## config.mk

```make
export PLATFORM = sky130hd
export DESIGN_NAME = dpwm_duty_capture_flat
export DESIGN_NICKNAME = d
export VERILOG_FILES = /design/src/rtl/dpwm_pkg.sv /design/src/rtl/dpwm_duty_capture_if.sv /design/src/rtl/dpwm_sync_edge.sv /design/src/rtl/dpwm_duty_capture.sv /design/src/flat_wrapper.sv
export SDC_FILE = /design/constraint.sdc
export NUM_CORES = 1
export LEC_CHECK = 0
export BUFFER_PORTS_ARGS = -buffer_cell sky130_fd_sc_hd__buf_2
export CAP_MARGIN = 20
export CORE_UTILIZATION = 40
export CTS_BUF_LIST = sky130_fd_sc_hd__clkbuf_16
export DETAILED_ROUTE_END_ITERATION = 7
export GPL_ROUTABILITY_DRIVEN = 0
export SLEW_MARGIN = 25
export SYNTH_ARGS = -nofsm -noshare
export SYNTH_HDL_FRONTEND = slang
export SYNTH_SLANG_ARGS = --single-unit
```

## constraint.sdc

```tcl
create_clock -name clk -period 2.6 [get_ports clk]
set_input_delay 0.13 -clock clk [delete_from_list [all_inputs] [get_ports clk]]
set_output_delay 0.13 -clock clk [all_outputs]
set_load 0.03 [all_outputs]
```

## src/rtl/dpwm_pkg.sv

```systemverilog
// Shared types and constants for the DPWM duty-capture block.
// Optional glitch filter is enabled with the DPWM_CAP_GLITCH_FILTER_EN macro.
package dpwm_pkg;

  typedef enum logic {
    IDLE    = 1'b0,
    MEASURE = 1'b1
  } cap_state_t;

  localparam int DEF_CNT_W       = 8;
  localparam int DEF_SYNC_STAGES = 2;

  // All-ones value of a w-bit counter; valid for w up to 31.
  function automatic int unsigned cnt_limit(input int unsigned w);
    return (32'd1 << w) - 32'd1;
  endfunction

endpackage

```

## src/rtl/dpwm_duty_capture_if.sv

```systemverilog
// Result bus of the duty-capture block: PWM input in, duty/period words and status out.
// The capture block takes the master side.
interface dpwm_duty_capture_if
  import dpwm_pkg::*;
#(
  parameter int CNT_W = DEF_CNT_W
);
  logic             pwm_in;
  logic [CNT_W-1:0] duty;
  logic [CNT_W-1:0] period;
  logic             valid;
  logic             timeout;
  logic             level;

  modport master (
    input  pwm_in,
    output duty,
    output period,
    output valid,
    output timeout,
    output level
  );

  modport slave (
    output pwm_in,
    input  duty,
    input  period,
    input  valid,
    input  timeout,
    input  level
  );
endinterface

```

## src/rtl/dpwm_sync_edge.sv

```systemverilog
// Synchronizer, optional 3-sample glitch filter (DPWM_CAP_GLITCH_FILTER_EN),
// delay flop and rising-edge detect for the asynchronous PWM input.
module dpwm_sync_edge
  import dpwm_pkg::*;
#(
  parameter int SYNC_STAGES = DEF_SYNC_STAGES
) (
  input  logic clk,
  input  logic rst,
  input  logic pwm_in,
  output logic level,
  output logic rise
);

  logic [SYNC_STAGES-1:0] sync_q;
  logic                   sync_lvl;
  logic                   lvl;
  logic                   dly_q;

  always_ff @(posedge clk or negedge rst) begin
    if (!rst) begin
      sync_q <= '0;
    end else begin
      sync_q <= {sync_q[SYNC_STAGES-2:0], pwm_in};
    end
  end

  assign sync_lvl = sync_q[SYNC_STAGES-1];

`ifdef DPWM_CAP_GLITCH_FILTER_EN
  logic hist_p1;
  logic hist_p2;
  logic filt_q;
  logic filt_d;

  // Level flips only once the current and two previous samples agree, so
  // the filtered level moves two cycles after the synchronized one.
  always_comb begin
    filt_d = filt_q;
    if (sync_lvl && hist_p1 && hist_p2) begin
      filt_d = 1'b1;
    end else if (!sync_lvl && !hist_p1 && !hist_p2) begin
      filt_d = 1'b0;
    end
  end

  always_ff @(posedge clk or negedge rst) begin
    if (!rst) begin
      hist_p1 <= 1'b0;
      hist_p2 <= 1'b0;
      filt_q  <= 1'b0;
    end else begin
      hist_p1 <= sync_lvl;
      hist_p2 <= hist_p1;
      filt_q  <= filt_d;
    end
  end

  assign lvl = filt_d;
`else
  assign lvl = sync_lvl;
`endif

  // ---- edge-detect stage ----
  always_ff @(posedge clk or negedge rst) begin
    if (!rst) begin
      dly_q <= 1'b0;
    end else begin
      dly_q <= lvl;
    end
  end

  assign level = lvl;
  assign rise  = lvl & ~dly_q;

endmodule

```

## src/rtl/dpwm_duty_capture.sv

```systemverilog
// DPWM duty-capture top: measures high time and period of pwm_in in clk cycles
// and reports them once per PWM period. Glitch filter: DPWM_CAP_GLITCH_FILTER_EN.
module dpwm_duty_capture
  import dpwm_pkg::*;
#(
  parameter int CNT_W       = DEF_CNT_W,
  parameter int SYNC_STAGES = DEF_SYNC_STAGES
) (
  input  logic                 clk,
  input  logic                 rst,
  dpwm_duty_capture_if.master  cap
);

  localparam logic [CNT_W-1:0] CNT_LIMIT = CNT_W'(cnt_limit(CNT_W));
  localparam logic [CNT_W-1:0] CNT_ONE   = CNT_W'(1);

  logic             level;
  logic             rise;

  cap_state_t       state_q;
  cap_state_t       state_d;
  logic [CNT_W-1:0] per_q;
  logic [CNT_W-1:0] per_d;
  logic [CNT_W-1:0] hi_q;
  logic [CNT_W-1:0] hi_d;
  logic [CNT_W-1:0] duty_q;
  logic [CNT_W-1:0] duty_d;
  logic [CNT_W-1:0] period_q;
  logic [CNT_W-1:0] period_d;
  logic             vld_p1;
  logic             vld_d;
  logic             tmo_q;
  logic             tmo_d;

  dpwm_sync_edge #(
    .SYNC_STAGES (SYNC_STAGES)
  ) u_sync_edge (
    .clk    (clk),
    .rst    (rst),
    .pwm_in (cap.pwm_in),
    .level  (level),
    .rise   (rise)
  );

  // The rise-cycle sample is the first high cycle of the new period, so both
  // counters restart at 1; hi_q can never overtake per_q.
  always_comb begin
    state_d  = state_q;
    per_d    = per_q;
    hi_d     = hi_q;
    duty_d   = duty_q;
    period_d = period_q;
    vld_d    = 1'b0;
    tmo_d    = tmo_q;

    case (state_q)
      IDLE: begin
        if (rise) begin
          per_d   = CNT_ONE;
          hi_d    = CNT_ONE;
          state_d = MEASURE;
        end
      end

      MEASURE: begin
        if (rise) begin
          // Capture takes priority over a timeout landing on the same cycle.
          period_d = per_q;
          duty_d   = hi_q;
          vld_d    = 1'b1;
          tmo_d    = 1'b0;
          per_d    = CNT_ONE;
          hi_d     = CNT_ONE;
        end else if (per_q == CNT_LIMIT) begin
          tmo_d   = 1'b1;
          state_d = IDLE;
        end else begin
          per_d = per_q + CNT_ONE;
          hi_d  = hi_q + CNT_W'(level);
        end
      end

      default: begin
        state_d = IDLE;
      end
    endcase
  end

  // ---- measurement / output register stage ----
  always_ff @(posedge clk or negedge rst) begin
    if (!rst) begin
      state_q  <= IDLE;
      per_q    <= '0;
      hi_q     <= '0;
      duty_q   <= '0;
      period_q <= '0;
      vld_p1   <= 1'b0;
      tmo_q    <= 1'b0;
    end else begin
      state_q  <= state_d;
      per_q    <= per_d;
      hi_q     <= hi_d;
      duty_q   <= duty_d;
      period_q <= period_d;
      vld_p1   <= vld_d;
      tmo_q    <= tmo_d;
    end
  end

  assign cap.duty    = duty_q;
  assign cap.period  = period_q;
  assign cap.valid   = vld_p1;
  assign cap.timeout = tmo_q;
  assign cap.level   = level;

endmodule

```

## src/flat_wrapper.sv

```systemverilog
// flat-port wrapper written by rule: the top's interface ports become plain ports
module dpwm_duty_capture_flat import dpwm_pkg::*;
#(
  parameter int CNT_W       = DEF_CNT_W,
  parameter int SYNC_STAGES = DEF_SYNC_STAGES
)
  (clk, rst, cap_pwm_in, cap_duty, cap_period, cap_valid, cap_timeout, cap_level);
  dpwm_duty_capture_if #(.CNT_W(CNT_W)) cap_i ();
  input  logic clk;
  input  logic rst;
  input wire logic [$bits(cap_i.pwm_in)-1:0] cap_pwm_in;
  output wire logic [$bits(cap_i.duty)-1:0] cap_duty;
  output wire logic [$bits(cap_i.period)-1:0] cap_period;
  output wire logic [$bits(cap_i.valid)-1:0] cap_valid;
  output wire logic [$bits(cap_i.timeout)-1:0] cap_timeout;
  output wire logic [$bits(cap_i.level)-1:0] cap_level;
  assign cap_i.pwm_in = cap_pwm_in;
  assign cap_duty = cap_i.duty;
  assign cap_period = cap_i.period;
  assign cap_valid = cap_i.valid;
  assign cap_timeout = cap_i.timeout;
  assign cap_level = cap_i.level;
  dpwm_duty_capture #(.CNT_W(CNT_W), .SYNC_STAGES(SYNC_STAGES)) u_core (.clk(clk), .rst(rst), .cap(cap_i));
endmodule
```

Word level (Yosys, flattened, before mapping)
Cells that the tools add are included.
W data, S select, Z words.
{"block": "totals", "ff_bits": 38, "input_bits": 3, "out_inout_bits": 19}
{"block": "op_classes", "n_addsub": 2, "n_eq_ne": 3, "n_mux": 14, "bitwise": 3, "reduce_logical": 4}
{"op": "$mux W8", "n": 5}
{"op": "$pmux W8 S2", "n": 2}
{"op": "$add A8 B1 Y8", "n": 1}
{"op": "$add A8 B1 Y8 const B", "n": 1}
{"op": "$eq A8 B8 Y1 const B", "n": 1}
{"op": "$mux W1", "n": 6}
{"op": "$reduce_and A2 Y1", "n": 3}
{"op": "$ne A3 B2 Y1 const B", "n": 1}
{"op": "$ne A2 B1 Y1 const B", "n": 1}
{"op": "$not A1 Y1", "n": 2}
{"op": "$pmux W1 S2", "n": 1}
{"op": "$reduce_bool A2 Y1", "n": 1}
{"op": "$and A1 B1 Y1", "n": 1}

Longest topological paths before layout
Gate-level depths: netlist (run 1).
{"block": "logic_depth", "word_depth": 4, "ltp_mapped": 6}

Cells and area by module
Synthesis (run 1) repeated with hierarchy kept, for this count alone.
{"block": "hier_totals", "hier_cells": 132, "hier_area_um2": 1660.3}
{"mod": "dpwm_duty_capture", "instances": 1, "cells_each": 128, "area_each_um2": 1571.5, "seq_area_each_um2": 875.8}
{"mod": "dpwm_sync_edge", "instances": 1, "cells_each": 4, "area_each_um2": 88.8, "seq_area_each_um2": 75.1}

Worst setup path after synthesis (run 1)
OpenSTA, ideal clock, no wires.
{"block": "synth_path", "path_kind": "flip-flop to flip-flop", "from": "reg u_core.u_sync_edge.sync_q[1]", "to": "reg u_core.duty_q[7] (netlist: u_core.cap.duty[7])", "arrival_time_ps": 1474, "required_time_ps": 2475, "setup_slack_ps": 1002, "stages_incl_launch_ff": 6, "synth_period_minus_slack_ps": 1598, "path_cell_list": "dfrtp_1 > nor2b_1 > buf_2 > nand2_2 > buf_4 > mux2_2"}
{"block": "synth_between", "elab_chain_cells": 2}
{"element": "start, declared", "line": "dpwm_sync_edge.sv:15", "text": "logic [SYNC_STAGES-1:0] sync_q;"}
{"element": "start signal, assigned", "line": "dpwm_sync_edge.sv:24", "text": "sync_q <= {sync_q[SYNC_STAGES-2:0], pwm_in};"}
{"element": "$and A1 B1 Y1", "line": "dpwm_sync_edge.sv:74", "text": "assign rise = lvl & ~dly_q;"}
{"element": "$reduce_and A2 Y1 (no source line)"}
{"element": "end signal, assigned", "line": "dpwm_duty_capture.sv:103", "text": "duty_q <= duty_d;"}
{"element": "end, declared", "line": "dpwm_duty_capture.sv:26", "text": "logic [CNT_W-1:0] duty_q;"}
Every way passes these cells.
A chain may end at the register's enable or synchronous reset.

Worst setup path after layout (run 1)
{"block": "layout_path", "from": "reg u_core.per_q[0]", "to": "reg u_core.per_q[5]"}
{"block": "layout_between", "elab_chain_cells": 4}
{"element": "start, declared", "line": "dpwm_duty_capture.sv:22", "text": "logic [CNT_W-1:0] per_q;"}
{"element": "start signal, assigned", "line": "dpwm_duty_capture.sv:101", "text": "per_q <= per_d;"}
{"element": "$add A8 B1 Y8", "line": "dpwm_duty_capture.sv:78", "text": "per_d = per_q + CNT_ONE;"}
{"element": "$mux W8", "line": "dpwm_duty_capture.sv:74", "text": "end else if (per_q == CNT_LIMIT) begin"}
{"element": "$mux W8", "line": "dpwm_duty_capture.sv:66", "text": "if (rise) begin"}
{"element": "$pmux W8 S2", "line": "dpwm_duty_capture.sv:56", "text": "case (state_q)"}
Several ways; a longest one is shown, not always the timed one. The select of a mux whose other input is x is not followed.

==> metrics.txt, run 1 <==
run status=finished clean; Die W=66.1 um; CP Max Fanout=12; Layout fillers=359; # clock sinks=38; GRT Total Usage=16.4%; H-tree lvl count=2; sequential element share of the synthesized area=57.9%; FF+latch area=951 um^2; DP Wirelength=1850 um; DRT iter0 DRCs=31; Routed WL=2780 um; drt first pass iters=4; Avg Synthesized Cell Area=12.5 um^2; Synth area leader=dfrtp_1; CP Launch Type=register; Vias=1077; Tmin final=1780 ps; row cnt=22; CTS tree=yes; PD cells=883 nW/um^2; Hold WS=364 ps; # nets final=163; Post-route DRC=0; Lkg Pwr=0.925 nW; Cell variety after synth=35; Synth top area share=57.9%; synth top area cells=dfrtp_1, mux2_2, xor2_1; # setup viols final=0; worst vdd ir=0.000470 V; Tcrit/Tclk final=68.5%; # IOs=22; core area=3800 um^2; Die H=66.1 um; Port Buffers=21; Fmax=561 MHz; FF+latch count, synth=38; Slew Viols, Final=0; number of global-route vias before repair=1162; skew final=3.54 ps; Tightest Pin Transition=819 ps; Critical Path AT=1980 ps; antenna violations before repair=0; GRT Residual Overflow=0; pin count of the biggest net entering global routing=39; DIE AREA=4370 um^2; critical path cell sequence=ha_1 > nand3_2 > o21ai_2 > or4_1 > a21oi_1; Final Hold Viols=0; Cell Area, Synth=1640 um^2; Slew HR=45.4%; CP max-delay cell=or4_1; Ant. Diodes=0; WL/cell=13.6 um; mean number of vias per cell=5.28; endpoint class of the critical path=register; setup TNS=0 ps; CP peak stage delay=540 ps; Root Buffer=clkbuf_16; Multi-input gate area=649 um^2; share of cells above drive strength 1=29.5%; pre-CTS worst setup slack=834 ps; Clk Latency, worst-skew pair=280 ps; clk buf depth=2; CP Data Required Time=2800 ps; total CTS buffers=5; post-synth net total=137; max-cap viol count=0; clk slew on worst S/H paths=50 ps; Starting Density=43.2%; synth-to-layout area growth=17.4%; Hold Crit Class=register to register; first-pass GRT wire length=5210 um; Gates resized, CTS repair=0; Yosys Warn Count=0; final antenna-violating net count=0; Synth Instances=131; Setup Crit Path Kind=register to register; RSZ-0062 raised after global routing=no; setup ws final=819 ps
## metal layers
metal  global-route usage, %  share of wire [%]  vias up
met3                    4.31                3.7        7
met1                    19.3                 46      526
met2                    26.3                 47       24
met4                    10.6                2.7        0
li1                        -                  -      520
met5                       0                  0        -
## area by class of cell
cell class / instances / share of cell area (%)
flip-flops and latches: 38 / 49.3
multi-input cells: 86 / 33.7
repair buffers: 24 / 6.87
clock buffers: 5 / 6.49
well taps: 48 / 3.11
inverters: 2 / 0.389
clock inverters: 1 / 0.195
## layout by cell type, fill, tap and decap left out, drive strengths merged
cell type,n
a211oi,2
a21oi,4
a22oi,1
a31oi,1
and2,1
and3,1
and4,2
buf,22
clkbuf,5
clkinv,1
dfrtp,38
dlygate4sd3,2
ha,3
inv,2
mux2,15
mux2i,3
nand2,7
nand2b,1
nand3,5
nand4,6
nor2,11
nor2b,1
nor3,1
o2111ai,1
o211ai,3
o21ai,3
o31ai,2
or3,1
or4,3
xnor2,2
xor2,6
## cells in the mapped netlist
cell type,count
or4_1,3
ha_1,3
nand2_2,1
xnor2_1,2
nand2_1,6
nand4_1,5
nand3_1,4
a21oi_1,4
and3_1,1
a211oi_1,2
nor2b_1,1
a22oi_1,1
o31ai_1,2
nand2b_1,1
clkbuf_8,1
mux2_2,15
nand4_4,1
dfrtp_1,38
buf_2,2
clkbuf_1,1
a31oi_1,1
o21ai_2,1
mux2i_1,3
xor2_1,6
o211ai_1,3
nor3_1,1
buf_4,1
or3_1,1
nor2_1,11
and2_1,1
o21ai_0,2
and4_1,2
nand3_2,1
inv_1,2
o2111ai_1,1
## report_power, final
group          leakage [nW]  internal [mW]  total (mW)  switching (mW)
clock                0.0632          0.340       0.547           0.207
combinational         0.368          0.143       0.365           0.222
sequential            0.494          0.696       0.792          0.0960
## worst max-delay path: cells and delay by family, from the launching register on
family,cells,cell delay (ps)
and+or+nand+nor,2,680
DFF,1,420
AOI/OAI and AO/OA,2,330
adders and majority gates,1,270
## final timing paths
path / start / end / slack, ps / cells after the start
min in group asynchronous: rst / u_core.cap.period[4] / 480 / 2
min reg2reg: u_core.u_sync_edge.sync_q[0] / u_core.u_sync_edge.sync_q[1] / 360 / 0
min: u_core.u_sync_edge.sync_q[0] / u_core.u_sync_edge.sync_q[1] / 360 / 0
max reg2reg: u_core.per_q[0] / u_core.per_q[5] / 820 / 5
max in group asynchronous: rst / u_core.cap.duty[2] / 1600 / 2
max: u_core.per_q[0] / u_core.per_q[5] / 820 / 5
## flip-flops by register name (all words and copies together), names as in the netlist
signal                     cells
u_core.cap.duty                8
u_core.cap.period              8
u_core.hi_q                    8
u_core.per_q                   8
u_core.u_sync_edge.sync_q      2
u_core.cap.timeout             1
u_core.cap.valid               1
u_core.state_q                 1
u_core.u_sync_edge.dly_q       1
## cell families (layout without fill, tap and decap cells)
| logic type | count (synthesis) | count (layout) | synth area share (%) |
|---|---|---|---|
| compound gates | 17 | 17 | 6.93 |
| xor+xnor | 8 | 8 | 4.27 |
| fa+ha+maj | 3 | 3 | 2.29 |
| buf+inv | 7 | 32 | 2.59 |
| flops | 38 | 38 | 57.9 |
| mux | 18 | 18 | 12.1 |
| simple gates | 40 | 40 | 13.9 |
## per-stage QoR
stage | utilization [%] | instance area (um^2) | power [mW] | instances
2_1_floorplan | - | 1640 | 1.05 | 131
3_5_place_dp | 46.9 | 1780 | 1.17 | 196
3_3_place_gp | 46.9 | 1780 | 1.16 | 196
5_1_grt | 50.8 | 1930 | 1.81 | 204
6_report | 50.8 | 1930 | 1.70 | 204
4_1_cts | 50.8 | 1930 | 1.73 | 204
## timing repair
| item | in CTS | in global routing |
|---|---|---|
| hold endpoints to repair | 39 | 0 |
| hold buffers | 2 | 0 |
| setup buffers | 0 | 0 |
No activity file was read; power rests on OpenSTA's default activity.
==> inputs of run 2 (changes only) <==
==> constraint.sdc (replaced) <==
create_clock -name clk -period 1.7 [get_ports clk]
set_input_delay 0.085 -clock clk [delete_from_list [all_inputs] [get_ports clk]]
set_output_delay 0.085 -clock clk [all_outputs]
set_load 0.03 [all_outputs]
==> run 2 against run 1 <==
Against the previous run:
- critical endpoint unchanged
- highest routed layer unchanged
- final cell count is 7.8% higher
- register-to-register slack worse by 740 ps
- count of clock-buffer cells in the layout stayed put
- design area is 7.6% higher
- worst setup slack worse by 740 ps
- via count is 8.3% higher
==> metrics.txt, run 2 (synthesized netlist as in run 1, its figures left out) <==
Ant. Diodes=0; r2r startpoint=u_core.per_q[0]; # clock sinks=38; worst vdd ir=0.000703 V; DP Wirelength=2140 um; clk slew on worst S/H paths=50 ps; # setup viols final=0; max-cap viol count=0; most common cell after layout, fill and taps aside=dfrtp_1; Hold Crit Class=primary input to async pin; final core utilization=54.6%; Post-route DRC=0; combinational power share=25.1%; Slew Viols, Final=0; clock power share=31.5%; H-tree lvl count=2; CTS tree=yes; Tmin final=1620 ps; GRT Residual Overflow=0; DRT iter0 DRCs=22; switching pwr=0.831 mW; CP max-delay cell=or4_1; number of global-route vias before repair=1285; Critical Path AT=1830 ps; P_int=1.87 mW; final antenna-violating net count=0; pin count of the biggest net entering global routing=39; Tightest Pin Transition=420 ps; CP Launch Type=register; crit path from=u_core.per_q[0]; Tcrit/Tclk final=95.5%; RSZ-0062 raised after global routing=no; Power Total=2.70 mW; Lkg Pwr=1.01 nW; critical path cell sequence=ha_1 > nand3_2 > o21ai_4 > or4_1 > a21oi_1; setup TNS=0 ps; total CTS buffers=5; Non-Filler Instances=220; Setup Crit Path Kind=register to register; GRT Total Usage=17.6%; Port Buffers=21; DIE AREA=4370 um^2; Fmax=616 MHz; CP Data Required Time=1900 ps; setup ws final=77.2 ps; Vias=1166; run status=finished clean; Starting Density=43.2%; Reg-to-Reg End=u_core.per_q[5]; most frequent cells in the layout=dfrtp_1, buf_2, mux2_2; CP peak stage delay=520 ps; # IOs=22; clk buf depth=2; core area=3800 um^2; Worst Setup EP=u_core.per_q[5]; row cnt=22; Slew HR=71.9%; Root Buffer=clkbuf_16; Largest delay share family, worst path=simple AND/OR/NAND/NOR gates; synth-to-layout area growth=26.4%; pre-CTS worst setup slack=-10.3 ps; Inst Count DP=207; drt first pass iters=4; endpoint class of the critical path=register; mean number of vias per cell=5.30; CP Max Fanout=7; R2R setup slack=80 ps; Sw Ratio=30.8%; Die W=66.1 um; Final Hold Viols=0; # nets final=177; PD cells=1300 nW/um^2; first-pass GRT wire length=5580 um; Sequential Power Share=43.4%; CP Depth=5; worst-case reg-to-reg path depth=5; Clk Latency, worst-skew pair=280 ps; share of cells above drive strength 1=35.5%; Die H=66.1 um; antenna violations before repair=0; Routed WL=3090 um; skew final=2.97 ps; WL/cell=14.0 um; buffer and inverter count on the worst path=0
==> run 2: layout make-up <==
| cell class | count | area [um^2] |
|---|---|---|
| clock buffers | 5 | 125 |
| inverters | 2 | 7.51 |
| flip-flops and latches | 38 | 951 |
| fillers | 351 | 1720 |
| clock inverters | 3 | 12.5 |
| repair buffers | 38 | 263 |
| well taps | 48 | 60.1 |
| multi-input cells | 86 | 657 |
==> run 2: worst register-to-register path, cell delays in order (launching register included) <==
cell and delay (ps):
dfrtp_1 380, ha_1 240, nand3_2 160, o21ai_4 110
or4_1 520, a21oi_1 150
==> run 2: through the flow <==
step | area (um^2) | hold WS [ps]
floorplan | 1640 | -211
global placement | 1880 | 63.3
detailed placement | 1880 | 65.0
CTS | 2040 | 307
global route | 2080 | 348
finish | 2080 | 301
==> run 2: per-layer routing <==
metal	GRT usage [%]	routed length, um	vias to the layer above
met5	0	0	-
met4	9.31	75	0
met3	5.69	102	9
met2	29.5	1530	23
met1	19.8	1380	578
li1	-	-	556
==> run 2: how the worst min path moves through the flow <==
stage          cells after the start  startpoint  slack, ps                    to
2_1_floorplan                      0         rst       -210    u_core.cap.duty[0]
3_3_place_gp                       2         rst         60  u_core.cap.period[5]
3_5_place_dp                       2         rst         60  u_core.cap.period[5]
4_1_cts                            3         rst        310  u_core.cap.period[5]
5_1_grt                            3         rst        350  u_core.cap.period[5]
6_report                           3         rst        300  u_core.cap.period[5]
==> run 2: repair_timing <==
| item | CTS | global route |
|---|---|---|
| setup endpoints to repair | 1 | 3 |
| hold buffers | 2 | 0 |
| buffers inserted | 0 | 3 |
| gates cloned | 0 | 0 |
| pin swaps | 0 | 1 |
| resized for setup | 1 | 0 |
| endpoints found under the hold margin | 39 | 0 |
==> run 2: power by group through the flow <==
stage / Combinational, mW / Sequential (mW) / Clock, mW
global placement: 0.664 / 1.18 / 0
global route: 0.749 / 1.19 / 0.915
detailed placement: 0.677 / 1.19 / 0
CTS: 0.685 / 1.17 / 0.873
floorplan: 0.246 / 1.37 / 0
finish: 0.676 / 1.17 / 0.851
==> inputs of run 3 (changes only) <==
--- a/config.mk
+++ b/config.mk
@@ -5,6 +5,7 @@
 export SDC_FILE = /design/constraint.sdc
 export NUM_CORES = 1
 export LEC_CHECK = 0
+export ABC_AREA = 1
 export BUFFER_PORTS_ARGS = -buffer_cell sky130_fd_sc_hd__buf_2
 export CAP_MARGIN = 20
 export CORE_UTILIZATION = 40
@@ -14,4 +15,5 @@
 export SLEW_MARGIN = 25
 export SYNTH_ARGS = -nofsm -noshare
 export SYNTH_HDL_FRONTEND = slang
+export SYNTH_HIERARCHICAL = 1
 export SYNTH_SLANG_ARGS = --single-unit
==> run 3 against run 2 <==
Against the previous run:
- clock skew is essentially flat
- largest power group unchanged
- sequential cell count is the same
- worst hold slack lost 2.9 ps
- critical path type unchanged
- critical endpoint is now u_core/hi_q[6]
==> metrics.txt, run 3 <==
crit path from=u_core/u_sync_edge/sync_q[1]; pin count of the biggest net entering global routing=23; DR top layer=met4; H-tree lvl count=2; R2R setup slack=230 ps; Tcrit/Tclk final=86.7%; final core utilization=50.5%; CTS tree=yes; Hold WS=299 ps; core area=4000 um^2; CP Data Required Time=1860 ps; Yosys Warn Count=6; Reg-to-Reg End=u_core/hi_q[6]; Post-CTS Setup Bufs=0; Critical Path AT=1630 ps; Post-synth EDFFs=0; mean number of vias per cell=4.76; metal2 WL=1480 um; Synth top area share=56.7%; Setup Crit Path Kind=register to register; Die W=66.7 um; run status=finished clean; endpoint class of the critical path=register; Slew Viols, Final=0; # clock sinks=38; Post-route DRC=0; DIE AREA=4450 um^2; final antenna-violating net count=0; # IOs=22; hold buffers post-CTS=2; WL/cell=11.9 um; Port Buffers=21; GRT Residual Overflow=0; Tightest Pin Transition=477 ps; worst vdd ir=0.000715 V; Root Buffer=clkbuf_16; Synth area leader=dfrtp_1; GRT Total Usage=17.5%; antenna violations before repair=0; r2r startpoint=u_core/u_sync_edge/sync_q[1]; PD cells=1300 nW/um^2; # setup viols final=0; setup TNS=0 ps; Ant. Diodes=0; Final Hold Viols=0; DP Wirelength=2300 um; Synth Instances=190; drt first pass iters=4; Clk Latency, worst-skew pair=270 ps; Slew HR=68.2%; async set or reset register ratio after synthesis=100%; max-cap viol count=0; DRT iter0 DRCs=94; worst-case reg-to-reg path depth=7; total CTS buffers=5; Avg Synthesized Cell Area=8.82 um^2; Layout fillers=380; post-synth net total=196; share of cells above drive strength 1=19.5%; Die H=66.7 um; sequential element share of the synthesized area=56.7%; Tmin final=1470 ps; Lkg Pwr=1.05 nW; ys flop type=dfrtp_1; Fmax=679 MHz; first-pass GRT wire length=5490 um; CP Max Fanout=4; Cell variety after synth=22; WL met3=104 um; CP Launch Type=register; number of global-route vias before repair=1204; synth-to-layout area growth=20.5%; synth top area cells=dfrtp_1, nand2_1, o21ai_0; most common cell after layout, fill and taps aside=nand2_1; most frequent cells in the layout=nand2_1, dfrtp_1, inv_1; clk slew on worst S/H paths=50 ps; Starting Density=41.9%; clk buf depth=2; FF+latch count, synth=38; Routed WL=3220 um; M1 wire length=1570 um; row cnt=23; Hold Crit Class=primary input to async pin; Gates resized, CTS repair=0; Cell Area, Synth=1680 um^2; skew final=2.85 ps; # nets final=225; Vias=1284; RSZ-0062 raised after global routing=no; Post-synth top cells=nand2_1, dfrtp_1, inv_1, o21ai_0, nor2_1; cell with the most instances after synthesis=nand2_1
run 3: cell types whose count changed after synthesis, sizes merged, moves of 4 or more:
cell | previous run | this run
mux2 | 15 | 0
xor2 | 6 | 2
o21ai | 3 | 29
nand2 | 7 | 57
inv | 2 | 25
run 3: worst max-delay path, cell delays in order (launching register included):
cell and delay (ps):
dfrtp_1 390, ha_1 210, ha_1 190, nand2_1 80, nor2_1 150, inv_1 70
o21ai_0 200, o21ai_2 70
run 3: cell type report:
type                    instances  area (um^2)  share of cell area, %
flip-flops and latches         38          951                   47.1
well taps                      50         62.6                   3.10
repair buffers                 26          160                   7.93
inverters                      26          103                   5.08
multi-input cells             122          607                   30.0
clock inverters                 3         12.5                  0.619
clock buffers                   5          125                   6.19
run 3: cell families after synthesis:
logic type / after synthesis / synth area share [%]
flops: 38 / 56.7
xor+xnor: 3 / 1.57
fa+ha+maj: 3 / 2.24
simple gates: 84 / 21.8
compound gates: 32 / 10.6
buf+inv: 30 / 7.09
run 3: through the flow:
step | setup slack [ps] | power [mW] | cells | cell area (um^2)
floorplan | 153 | 1.60 | 190 | 1680
global placement | 213 | 1.78 | 260 | 1860
detailed placement | 237 | 1.79 | 260 | 1860
CTS | 217 | 2.67 | 270 | 2020
global route | 52.4 | 2.79 | 270 | 2020
finish | 226 | 2.62 | 270 | 2020
run 3: layer usage:
metal  global-route usage [%]  vias up
met3                     5.65        6
li1                         -      665
met1                     21.3      590
met5                        0        -
met2                     27.8       23
met4                     7.98        0
run 3: report_power, final:
part	leakage [nW]	internal, mW	switching [mW]
combinational	0.480	0.191	0.406
sequential	0.497	1.06	0.107
clock	0.0724	0.529	0.326
run 3: how the worst max path moves through the flow:
stage	to	slack, ps
after floorplan	u_core/hi_q[6]	150
after global placement	u_core/hi_q[6]	210
after detailed placement	u_core/hi_q[5]	240
after CTS	u_core/hi_q[5]	220
after global routing	u_core/hi_q[6]	50
final	u_core/hi_q[6]	230
